File: src/rtl/instr_enc_pkg.sv
// Shared definitions for the LEGv8 instruction encoder: op select enum,
// opcode constants and instruction memory geometry.
package instr_enc_pkg;

    typedef enum logic [2:0] {
        OP_ADD  = 3'd0,
        OP_SUB  = 3'd1,
        OP_AND  = 3'd2,
        OP_ORR  = 3'd3,
        OP_LDUR = 3'd4,
        OP_STUR = 3'd5,
        OP_CBZ  = 3'd6,
        OP_RSVD = 3'd7
    } instrOp_e;

    localparam logic [10:0] OPC_ADD  = 11'b10001011000;
    localparam logic [10:0] OPC_SUB  = 11'b11001011000;
    localparam logic [10:0] OPC_AND  = 11'b10001010000;
    localparam logic [10:0] OPC_ORR  = 11'b10101010000;
    localparam logic [10:0] OPC_LDUR = 11'b11111000010;
    localparam logic [10:0] OPC_STUR = 11'b11111000000;
    localparam logic [7:0]  OPC_CBZ  = 8'b10110100;

    localparam int IMEM_DEPTH = 64;
    localparam int ADDR_W     = $clog2(IMEM_DEPTH);

    function automatic logic isDType(input instrOp_e op);
        return (op == OP_LDUR) || (op == OP_STUR);
    endfunction

endpackage

File: src/rtl/instr_pack.sv
// Combinational field packer: turns an op select plus register/immediate
// fields into a 32-bit LEGv8 word and flags the reserved op.
module instr_pack
    import instr_enc_pkg::*;
(
    input  instrOp_e    op,
    input  logic [4:0]  rd,
    input  logic [4:0]  rn,
    input  logic [4:0]  rm,
    input  logic [18:0] imm,
    output logic [31:0] word,
    output logic        illegal
);

    always_comb begin
        word    = 32'd0;
        illegal = 1'b0;
        unique case (op)
            OP_ADD:  word = {OPC_ADD,  rm, 6'b000000, rn, rd};
            OP_SUB:  word = {OPC_SUB,  rm, 6'b000000, rn, rd};
            OP_AND:  word = {OPC_AND,  rm, 6'b000000, rn, rd};
            OP_ORR:  word = {OPC_ORR,  rm, 6'b000000, rn, rd};
            // D-type keeps only the low nine immediate bits; range policing is the caller's job
            OP_LDUR: word = {OPC_LDUR, imm[8:0], 2'b00, rn, rd};
            OP_STUR: word = {OPC_STUR, imm[8:0], 2'b00, rn, rd};
            OP_CBZ:  word = {OPC_CBZ,  imm, rd};
            OP_RSVD: illegal = 1'b1;
            default: illegal = 1'b1;
        endcase
    end

endmodule

File: src/rtl/instr_encoder.sv
// Streams encoded instruction beats into a 64-entry instruction memory write port.
// Optional macro ENC_RANGE_CHECK_EN rejects D-type immediates that do not fit 9 signed bits.
module instr_encoder
    import instr_enc_pkg::*;
(
    input  logic              clk,
    input  logic              reset,
    input  logic              start,
    input  logic              in_valid,
    output logic              in_ready,
    input  logic [2:0]        in_op,
    input  logic [4:0]        in_rd,
    input  logic [4:0]        in_rn,
    input  logic [4:0]        in_rm,
    input  logic [18:0]       in_imm,
    input  logic              in_last,
    output logic              wr_en,
    output logic [ADDR_W-1:0] wr_addr,
    output logic [31:0]       wr_data,
    output logic              done,
    output logic              err_illegal,
    output logic              err_range
);

    typedef enum logic [1:0] {
        IDLE = 2'd0,
        LOAD = 2'd1,
        DONE = 2'd2
    } encState_e;

    encState_e      state, nextState;
    instrOp_e       beatOp;
    logic [31:0]    packedWord;
    logic           beatIllegal;
    logic           rangeBad;
    logic           accept;
    logic           doWrite;
    logic           lastSlot;
    logic [ADDR_W:0] writeCount;
    logic           errIllegal;
    logic           errRange;

    assign beatOp = instrOp_e'(in_op);

    instr_pack packer (
        .op      (beatOp),
        .rd      (in_rd),
        .rn      (in_rn),
        .rm      (in_rm),
        .imm     (in_imm),
        .word    (packedWord),
        .illegal (beatIllegal)
    );

`ifdef ENC_RANGE_CHECK_EN
    // A 9-bit signed offset sign-extends cleanly only if bits 18..8 all agree
    assign rangeBad = isDType(beatOp) && !((&in_imm[18:8]) || !(|in_imm[18:8]));
`else
    assign rangeBad = 1'b0;
`endif

    assign in_ready    = (state == LOAD) && !start;
    assign accept      = in_valid && in_ready;
    assign doWrite     = accept && !beatIllegal && !rangeBad;
    assign lastSlot    = (writeCount == (ADDR_W + 1)'(IMEM_DEPTH - 1));
    assign done        = (state == DONE);
    assign err_illegal = errIllegal;
    assign err_range   = errRange;

    always_ff @(posedge clk or negedge reset) begin
        if (!reset) begin
            state <= IDLE;
        end else begin
            state <= nextState;
        end
    end

    always_comb begin
        nextState = state;
        unique case (state)
            IDLE: if (start) nextState = LOAD;
            LOAD: begin
                if (start) begin
                    nextState = LOAD;
                end else if (accept && (in_last || (doWrite && lastSlot))) begin
                    nextState = DONE;
                end
            end
            DONE: if (start) nextState = LOAD;
            default: nextState = IDLE;
        endcase
    end

    // Rejected beats still consume a slot in the stream but never touch the address
    always_ff @(posedge clk or negedge reset) begin
        if (!reset) begin
            wr_en      <= 1'b0;
            wr_addr    <= '0;
            wr_data    <= 32'd0;
            writeCount <= '0;
            errIllegal <= 1'b0;
            errRange   <= 1'b0;
        end else begin
            wr_en <= 1'b0;
            if (start) begin
                wr_addr    <= '0;
                writeCount <= '0;
                errIllegal <= 1'b0;
                errRange   <= 1'b0;
            end else if (accept) begin
                if (beatIllegal) begin
                    errIllegal <= 1'b1;
                end else if (rangeBad) begin
                    errRange <= 1'b1;
                end else begin
                    wr_en      <= 1'b1;
                    wr_addr    <= writeCount[ADDR_W-1:0];
                    wr_data    <= packedWord;
                    writeCount <= writeCount + 1'b1;
                end
            end
        end
    end

endmodule

File: config.mk
export PLATFORM = sky130hd
export DESIGN_NAME = instr_encoder
export DESIGN_NICKNAME = d
export VERILOG_FILES = /design/src/rtl/instr_enc_pkg.sv /design/src/rtl/instr_pack.sv /design/src/rtl/instr_encoder.sv
export SDC_FILE = /design/constraint.sdc
export NUM_CORES = 1
export LEC_CHECK = 0
export ABC_AREA = 1
export BUFFER_PORTS_ARGS = -buffer_cell sky130_fd_sc_hd__buf_2
export CORE_MARGIN = 2
export CORE_UTILIZATION = 41
export CTS_CLUSTER_SIZE = 10
export DETAILED_ROUTE_END_ITERATION = 8
export PLACE_DENSITY = 0.68
export SETUP_SLACK_MARGIN = 0.1
export SLEW_MARGIN = 0
export SYNTH_ARGS = -nofsm -noshare
export SYNTH_HDL_FRONTEND = slang
export SYNTH_SLANG_ARGS = --single-unit
File: constraint.sdc
create_clock -name clk -period 1.56 [get_ports clk]
set_clock_uncertainty 0.15 [all_clocks]
set_input_delay 0.312 -clock clk [delete_from_list [all_inputs] [get_ports clk]]
set_output_delay 0.312 -clock clk [all_outputs]
set_load 0.02 [all_outputs]
# Yosys cells after proc, flatten, opt, wreduce, memory -nomap -nowiden
# Index checks and enable logic that the tools add are counted.
# op_classes
addsub	1
eq_ne	13
n_mux	18
bitwise	2
reduce_logical	17
# ops
operator	n
32-bit one-hot mux with 7 select lines	1
7-bit 2-to-1 mux	3
6-bit 2-to-1 mux	3
3-bit equality test, second input constant	4
7-bit by 1-bit adder with 7-bit output, second input constant	1
7-bit by 6-bit equality test with 1-bit output, second input constant	1
1-bit 2-to-1 mux	7
3-bit by 2-bit equality test with 1-bit output, second input constant	2
2-bit 2-to-1 mux	3
2-bit AND reduction	3
1-bit logical AND	5
2-bit one-hot mux with 2 select lines	1
2-bit nonzero test	2
3-bit by 1-bit equality test with 1-bit output, second input constant	1
3-bit logical NOT	1
3-bit by 2-bit != test with 1-bit output, second input constant	1
3-bit AND reduction	1
2-bit by 1-bit equality test with 1-bit output, second input constant	1
2-bit equality test, second input constant	1
1-bit logical NOT	2
2-bit logical NOT	1
2-bit by 1-bit != test with 1-bit output, second input constant	1
2-bit != test, second input constant	1
1-bit NOT	2
other kinds (2)	2
# totals
regBits	49
in_bits	42
output_inout_bits	43

# Depth between registers and ports, before layout
# Gate-level depths: netlist (run 1).
# logic_depth
word_depth	10
mapped_depth	7
depth_no_buf	7

# Modules after synthesis
# From an unflattened synthesis (run 1), not the netlist that was laid out.
# unflattened
cells_unflattened	333
hier_area_um2	2471.1
# by_module_without_submodules
module	instances	cells_per_inst	area_each_um2	seq_area_each_um2
instr_encoder	1	241	2044.5	1226.2
instr_pack	1	92	426.7	0.0

# Worst setup path after synthesis (run 1)
# Ideal clock, no wire load.
# synth_timing
kind	reg-to-reg
start	reg state[1]
end	reg wr_data[30]
setup_time_ns	0.123
arrival_time_ns	1.057
slack_ns	0.229
path_stages_with_launch	8
synth_period_minus_slack_ns	1.331
cell_sequence	dfrtp_1 -> inv_1 -> nand4_4 -> inv_2 -> nand2_4 -> buf_6 -> nand2_1 -> o21ai_1
# synth_via
elab_chain_cells	4
# synth_rtl
element	line_no	source
start, declared	instr_encoder.sv:31	encState_e state, nextState;
start signal, assigned	instr_encoder.sv:74	state <= nextState;
2-bit by 1-bit equality test with 1-bit output	instr_encoder.sv:62	assign in_ready = (state == LOAD) && !start;
1-bit logical AND	instr_encoder.sv:62	
1-bit logical AND	instr_encoder.sv:63	assign accept = in_valid && in_ready;
3-bit AND reduction (no line)	-	
end signal, assigned	instr_encoder.sv:118	wr_data <= packedWord;
end, declared	instr_encoder.sv:19	output logic [31:0] wr_data,
# Every way passes these cells.
# A chain may end at the register's enable or synchronous reset.

# Final worst setup path (run 1)
# layout_timing
start	reg state[1]
end	out in_ready
# layout_via
elab_chain_cells	2
# layout_rtl
element	line_no	source
2-bit by 1-bit equality test with 1-bit output	instr_encoder.sv:62	
1-bit logical AND	instr_encoder.sv:62	
end, declared	instr_encoder.sv:10	output logic in_ready,
# Every way passes these cells.

==> run_results.csv, run 1 <==
group,metric,value,unit
setup_path,required,1.10,ns
drt,vias_per_cell,4.686,
grt,use_met2,28.98,%
logic_synthesis,synth_cell_types,25,
clock_tree,clkTransAtPathRegs,0.09,ns
worst_hold_path,hold_depth,3,
floorplanning,die-width,79.28,µm
timing,holdWs,0.05696,ns
floorplanning,start_util,42.19,%
grt,grt_max_degree,50,
placement,place_inst,444,
clock_tree,clock_latency,0.30,ns
drt,wirelength,5662,µm
setup_path,rr_endpoint,"wr_data[31]$_DFFE_PN0P_",
timing,drv_slew,0,
drt,vias,2165,
timing,period_minus_slack,1.515,ns
placement,post_dp_cell_area,2887,µm²
setup_path,worstSetupPathType,"flop to output port",
final_layout,antenna_cells,0,
placement,hpwl,3942,µm
power_and_ir_drop,p_leak,0.001792,µW
floorplanning,die_area,6285,µm²
clock_tree,cts_tree,"built",
logic_synthesis,synth_seq_area_share,52.77,%
floorplanning,core_area,5507,µm²
floorplanning,die_y,79.28,µm
placement,place.gp.congestion,0.7648,
logic_synthesis,avgSynthCellArea,8.124,µm²
floorplanning,ios,85,
drt,post_drt_wl_per_cell,12.26,µm
setup_path,reg2regPathDepth,5,
setup_path,crit_arrival,1.05,ns
final_layout,fin_cells,462,
power_and_ir_drop,ir_drop,0.5706,mV
grt,gr-usage-met1,23.69,%
final_layout,fin_area,3148,µm²
placement,io_buffer_count,83,
worst_hold_path,min_to,"wr_data[4]$_DFFE_PN0P_",
grt,gr-usage-all-layers,17.56,%
logic_synthesis,synth_fp_nets,329,
setup_path,rrSetupSlack,0.15,ns
clock_tree,ctsRootBufferMaster,"clkbuf_8",
final_layout,areaGrowthSynthToFinish,35.49,%
logic_synthesis,netlist_instances,286,
timing,fmax,0.6602,GHz
clock_tree,htreeDepth,2,
logic_synthesis,yosys_warnings,0,
status,status,"completed",
clock_tree,clkSinkCount,49,
drt,ant_nets,0,
grt,grt.busiest_layer,"met2",
power_and_ir_drop,p_per_area,1026,nW/µm²
worst_hold_path,hp-class,"primary input to flop",
grt,overflow,0,
setup_path,cp-start-kind,"flop",
final_layout,drive_gt1_share,33.33,%
setup_path,endpoint_kind,"output port",
clock_tree,cts_buffers,5,
drt,dr.pass1.iters,4,
timing,hold_viol,0,
setup_path,cp_max_fo,4,
logic_synthesis,synth_seq_cells,49,
clock_tree,cts_buffer_depth,2,
final_layout,postLayoutCoreUtil,57.17,%
grt,antenna_found_initial,0,
setup_path,r2r-start,"state[0]$_DFFE_PN0P_",
final_layout,nNetsFinal,433,
floorplanning,num_rows,27,
drt,drc_errors,0,
grt,grt_pass1_wl,8776,µm
drt,drtIter0Drc,129,
grt,use_met3,4.205,%
timing,rsz0062_at_grt,"true",
timing,setup_viol,0,
timing,post-route-period-util,97.10,%
power_and_ir_drop,total_power,3229,µW
logic_synthesis,syn-cell-area,2323,µm²
worst_hold_path,hold_start,"in_rd[4]",
run,drv_cap,0,
grt,grt_pass1_vias,1971,
worst max-delay path, cell delays in order, from the launching register on:
cell and delay (ns):
dfrtp_1 0.40, inv_2 0.10, nand3_2 0.08, inv_2 0.07
buf_6 0.11
how the worst max path moves through the flow:
stage	start	to	slack (ns)	cells past startpoint
after detailed placement	state[1]$_DFFE_PN0P_	writeCount[2]$_DFFE_PN0P_	0.05	6
after floorplan	state[1]$_DFFE_PN0P_	wr_data[30]$_DFFE_PN0P_	0.23	7
final	state[1]$_DFFE_PN0P_	in_ready	0.05	4
after CTS	state[1]$_DFFE_PN0P_	in_ready	0.04	4
after global placement	start	writeCount[2]$_DFFE_PN0P_	0.1	7
after global routing	state[1]$_DFFE_PN0P_	in_ready	-0.01	4
Yosys cell counts:
| master | number | share of area, % |
|---|---|---|
| o211ai_1 | 1 | 0.32 |
| nor3_1 | 1 | 0.22 |
| or2_2 | 1 | 0.27 |
| nor2_4 | 4 | 1.9 |
| ha_1 | 1 | 0.54 |
| nand3_1 | 12 | 2.6 |
| conb_1 | 1 | 0.16 |
| inv_2 | 3 | 0.48 |
| xnor2_1 | 1 | 0.38 |
| nand2_1 | 140 | 23 |
| inv_1 | 18 | 2.9 |
| clkbuf_1 | 1 | 0.16 |
| nand4_4 | 1 | 0.92 |
| o21ai_0 | 15 | 3.2 |
| nor2_1 | 7 | 1.1 |
| buf_6 | 5 | 2.4 |
| buf_4 | 4 | 1.3 |
| or2_1 | 1 | 0.27 |
| nand2_4 | 2 | 0.97 |
| dfrtp_1 | 49 | 53 |
| o21ai_1 | 8 | 1.7 |
| a21oi_1 | 4 | 0.86 |
| xor2_1 | 2 | 0.75 |
| nand4_1 | 3 | 0.81 |
| inv_4 | 1 | 0.27 |
flip-flops by register name, summed over array words and instances, names as in the netlist:
| name | flops |
|---|---|
| wr_data | 32 |
| writeCount | 7 |
| wr_addr | 6 |
| err_illegal | 1 |
| wr_en | 1 |
| state | 2 |
cells by family after synthesis:
group,count (synthesis),share of synthesized area (%)
buf+inv,32,7.539
xor+xnor,3,1.131
other cells,1,0.1614
flops,49,52.77
simple gates,172,31.72
fa+ha+maj,1,0.5384
compound gates,28,6.139
cell type report:
| type | instances | area (µm²) |
|---|---|---|
| inverter | 22 | 85.08 |
| tap | 72 | 90.09 |
| timing repair buffer | 106 | 700.7 |
| clock buffer | 5 | 68.82 |
| clock inverter | 2 | 35.03 |
| fill | 523 | 2359 |
| multi-input combinational | 206 | 940.9 |
| sequential | 49 | 1227 |
metrics by stage:
| stage | setup slack [ns] | TNS, ns |
|---|---|---|
| floorplan | 0.2292 | 0 |
| global placement | 0.09673 | 0 |
| detailed placement | 0.04877 | 0 |
| CTS | 0.04276 | 0 |
| global route | -0.01071 | -0.01071 |
| finish | 0.04521 | 0 |
layout by cell type, fill, tap and decap left out, types with 3 or more instances in the layout:
cell type / n
nor2_4: 5
inv_2: 5
clkbuf_8: 5
dfrtp_1: 48
o21ai_1: 8
buf_12: 5
buf_2: 81
a21oi_1: 4
nor2_1: 7
nand4_1: 3
nand2_1: 140
o21ai_0: 15
buf_4: 15
nand3_1: 11
inv_1: 16
report_power, final:
part           switching [µW]  internal, µW
logic                     519           324
clock network             397           466
registers                88.3          1440
layer usage:
layer  wire, µm  vias to the layer above
met1       2608                      993
li1           -                     1094
met4         23                        0
met5          0                        -
met3        337                        4
met2       2692                       74
what timing repair did:
| action | in CTS | in global routing |
|---|---|---|
| hold buffers | 1 | 0 |
| gates resized for setup | 6 | 4 |
| endpoints found under the setup margin | 25 | 33 |
| setup buffers | 2 | 5 |
| hold endpoints to repair | 49 | 0 |
| gates cloned | 0 | 3 |
| pin swaps | 1 | 2 |
Note: power is estimated with default switching activity, not from simulation.
==> run 2: changes to the inputs <==
Clock period 1.56 ns to 1.5 ns, I/O delays scaled along.
==> run 2 against run 1 <==
Net effect: the flow now finishes with violations (negative setup slack); critical path type unchanged; global-route usage is 1.5 points higher; critical path depth is 1 higher; die area stayed put; total power is 1.5% higher; largest power group unchanged; count of clock-buffer cells in the layout stayed put; highest routed layer unchanged; worst hold slack worse by 0.013 ns; combinational power is 10% higher; cell count is 1.3% higher; wire length is 6.9% higher; non-clock buffer count is 5 higher; design area is 3.8% higher.
==> run_results.csv, run 2 (same netlist as run 1, synthesis figures left out) <==
group,metric,value,unit
setup_path,r2r-start,"state[1]$_DFFE_PN0P_",
status,status,"finished with violations",
drt,ant_nets,0,
floorplanning,die_area,6285,µm²
run,drv_cap,0,
setup_path,reg2regPathDepth,7,
grt,gr-usage-met1,24.52,%
power_and_ir_drop,power_switching,1095,µW
setup_path,crit_arrival,1.08,ns
grt,grt_pass1_vias,2058,
grt,gr-usage-all-layers,19.07,%
setup_path,rr_endpoint,"writeCount[0]$_DFFE_PN0P_",
final_layout,top_register,"wr_data",
final_layout,nNetsFinal,438,
setup_path,endpoint_kind,"output port",
placement,place_inst,444,
timing,hold_viol,0,
setup_path,cp_top_family,"flip-flops",
grt,grt.busiest_layer,"met2",
power_and_ir_drop,ir_drop,0.4658,mV
final_layout,drive_gt1_share,37.88,%
clock_tree,cts_buffer_depth,2,
drt,dr.pass1.iters,4,
final_layout,top_regs,"wr_data (32), writeCount (7), wr_addr (6)",
timing,worst_slack,-0.03116,ns
grt,use_met2,32.29,%
floorplanning,num_rows,27,
power_and_ir_drop,p_seq_share,48.4,%
setup_path,worst-path-buf-inv,4,
power_and_ir_drop,power.share.switching,33.40,%
timing,setup_viol,1,
power_and_ir_drop,p_int,2182,µW
drt,vias,2248,
setup_path,required,1.05,ns
clock_tree,cts_buffers,5,
final_layout,final_common_cell,"nand2_1",
power_and_ir_drop,p_clk_share,23.2,%
setup_path,crit_chain,"inv_2 > buf_6 > nand3_2 > inv_2 > buf_6",
timing,period_minus_slack,1.531,ns
floorplanning,ios,85,
worst_hold_path,hp-class,"primary input to flop",
drt,wirelength,6050,µm
placement,hpwl,4023,µm
floorplanning,die_y,79.28,µm
setup_path,crit_start,"state[1]$_DFFE_PN0P_",
grt,antenna_found_initial,0,
final_layout,fin_cells,468,
clock_tree,htreeDepth,2,
final_layout,nFillCells,472,
grt,grt_pass1_wl,9480,µm
setup_path,slowest_stage,"dfrtp_1",
setup_path,cp_max_fo,3,
placement,place.gp.congestion,0.7932,
setup_path,worstSetupPathType,"flop to output port",
power_and_ir_drop,p_per_area,1003,nW/µm²
clock_tree,ctsRootBufferMaster,"clkbuf_8",
drt,drtIter0Drc,126,
timing,post-route-period-util,102.1,%
floorplanning,core_area,5507,µm²
drt,post_drt_wl_per_cell,12.93,µm
final_layout,largest_register_ffs,32,
grt,grt_max_degree,50,
power_and_ir_drop,p_leak,0.001833,µW
timing,holdWs,0.04371,ns
timing,drv_slew,0,
final_layout,antenna_cells,0,
setup_path,slowest_delay,0.39,ns
clock_tree,clkTransAtPathRegs,0.09,ns
status,violations,"negative setup slack",
grt,use_met3,4.432,%
clock_tree,clock_latency,0.30,ns
clock_tree,cts_tree,"built",
clock_tree,clkSinkCount,49,
timing,rsz0062_at_grt,"true",
placement,dp_slack,0.02466,ns
setup_path,cp-start-kind,"flop",
timing,fmax,0.6531,GHz
floorplanning,start_util,42.19,%
drt,vias_per_cell,4.803,
setup_path,cp.depth,5,
setup_path,cp-endpoint,"in_ready",
setup_path,rrSetupSlack,0.03,ns
power_and_ir_drop,p_comb_share,28.4,%
grt,overflow,0,
floorplanning,die-width,79.28,µm
drt,drc_errors,0,
placement,io_buffer_count,83,
final_layout,areaGrowthSynthToFinish,40.60,%
final_layout,layout_common_cells,"nand2_1 (130), buf_2 (81), dfrtp_1 (49)",
[run 2: cell types whose count changed in the layout (fill, tap and decap cells not counted), moves of 2 or more]
cell | previous run | this run
o21ai_1 | 8 | 6
nand2_2 | 0 | 10
buf_4 | 15 | 12
nor2_1 | 7 | 5
o21ai_2 | 0 | 2
nand2_1 | 140 | 130
buf_6 | 2 | 8
[run 2: layout make-up]
class	instances	area (µm²)	share of cell area, %
clock buffer	5	68.82	2.106
timing repair buffer	111	790.8	24.21
tap	72	90.09	2.758
sequential	49	1226	37.53
inverter	22	85.08	2.604
multi-input combinational	206	988.4	30.26
clock inverter	3	17.52	0.5362
[run 2: through the flow]
step | total power [µW] | setup TNS (ns) | instance area (µm²) | utilization (%)
after floorplan | 2085 | 0 | 2323 | -
final | 3277 | -0.03116 | 3267 | 59.33
after global routing | 3468 | -0.2330 | 3267 | 59.33
after global placement | 2429 | 0 | 2887 | 52.42
after detailed placement | 2442 | 0 | 2887 | 52.42
after CTS | 3270 | -0.1094 | 3129 | 56.83
[run 2: power groups by stage]
stage	combinational, µW	clock, µW	sequential, µW
4_1_cts	889	798	1580
2_1_floorplan	267	0	1820
3_5_place_dp	834	0	1610
5_1_grt	1020	844	1610
6_report	930	760	1590
3_3_place_gp	825	0	1600
[run 2: worst min-delay path by stage]
stage / cells after the start / from / endpoint / slack (ns)
floorplan: 0 / reset / err_illegal$_DFFE_PN0P_ / -0.15
global route: 3 / in_rd[0] / wr_data[0]$_DFFE_PN0P_ / 0.03
detailed placement: 2 / reset / wr_data[17]$_DFFE_PN0P_ / 0.16
finish: 3 / in_rd[0] / wr_data[0]$_DFFE_PN0P_ / 0.04
global placement: 2 / reset / wr_data[17]$_DFFE_PN0P_ / 0.16
CTS: 3 / in_rd[0] / wr_data[0]$_DFFE_PN0P_ / 0.03
[run 2: metal layers]
layer	vias to the layer above	share of wire (%)
met2	84	49
met5	-	0
li1	1109	-
met4	0	0.56
met3	7	6.7
met1	1048	44
[run 2: repair_timing]
item                                    4_1_cts  5_1_grt
endpoints found under the hold margin        49        0
setup buffers                                 7        4
endpoints found under the setup margin       25       49
pin swaps                                     8       13
hold buffers                                  1        0
gates resized for setup                      13       19
gates cloned                                  2        3
[run 2: worst reg2reg max path, stage by stage, from the launching register on]
cell and delay, ns:
dfrtp_1 0.39, inv_2 0.07, buf_4 0.11, nand4_4 0.10, nor2_4 0.19, buf_6 0.15, clkbuf_16 0.14, xnor2_1 0.10
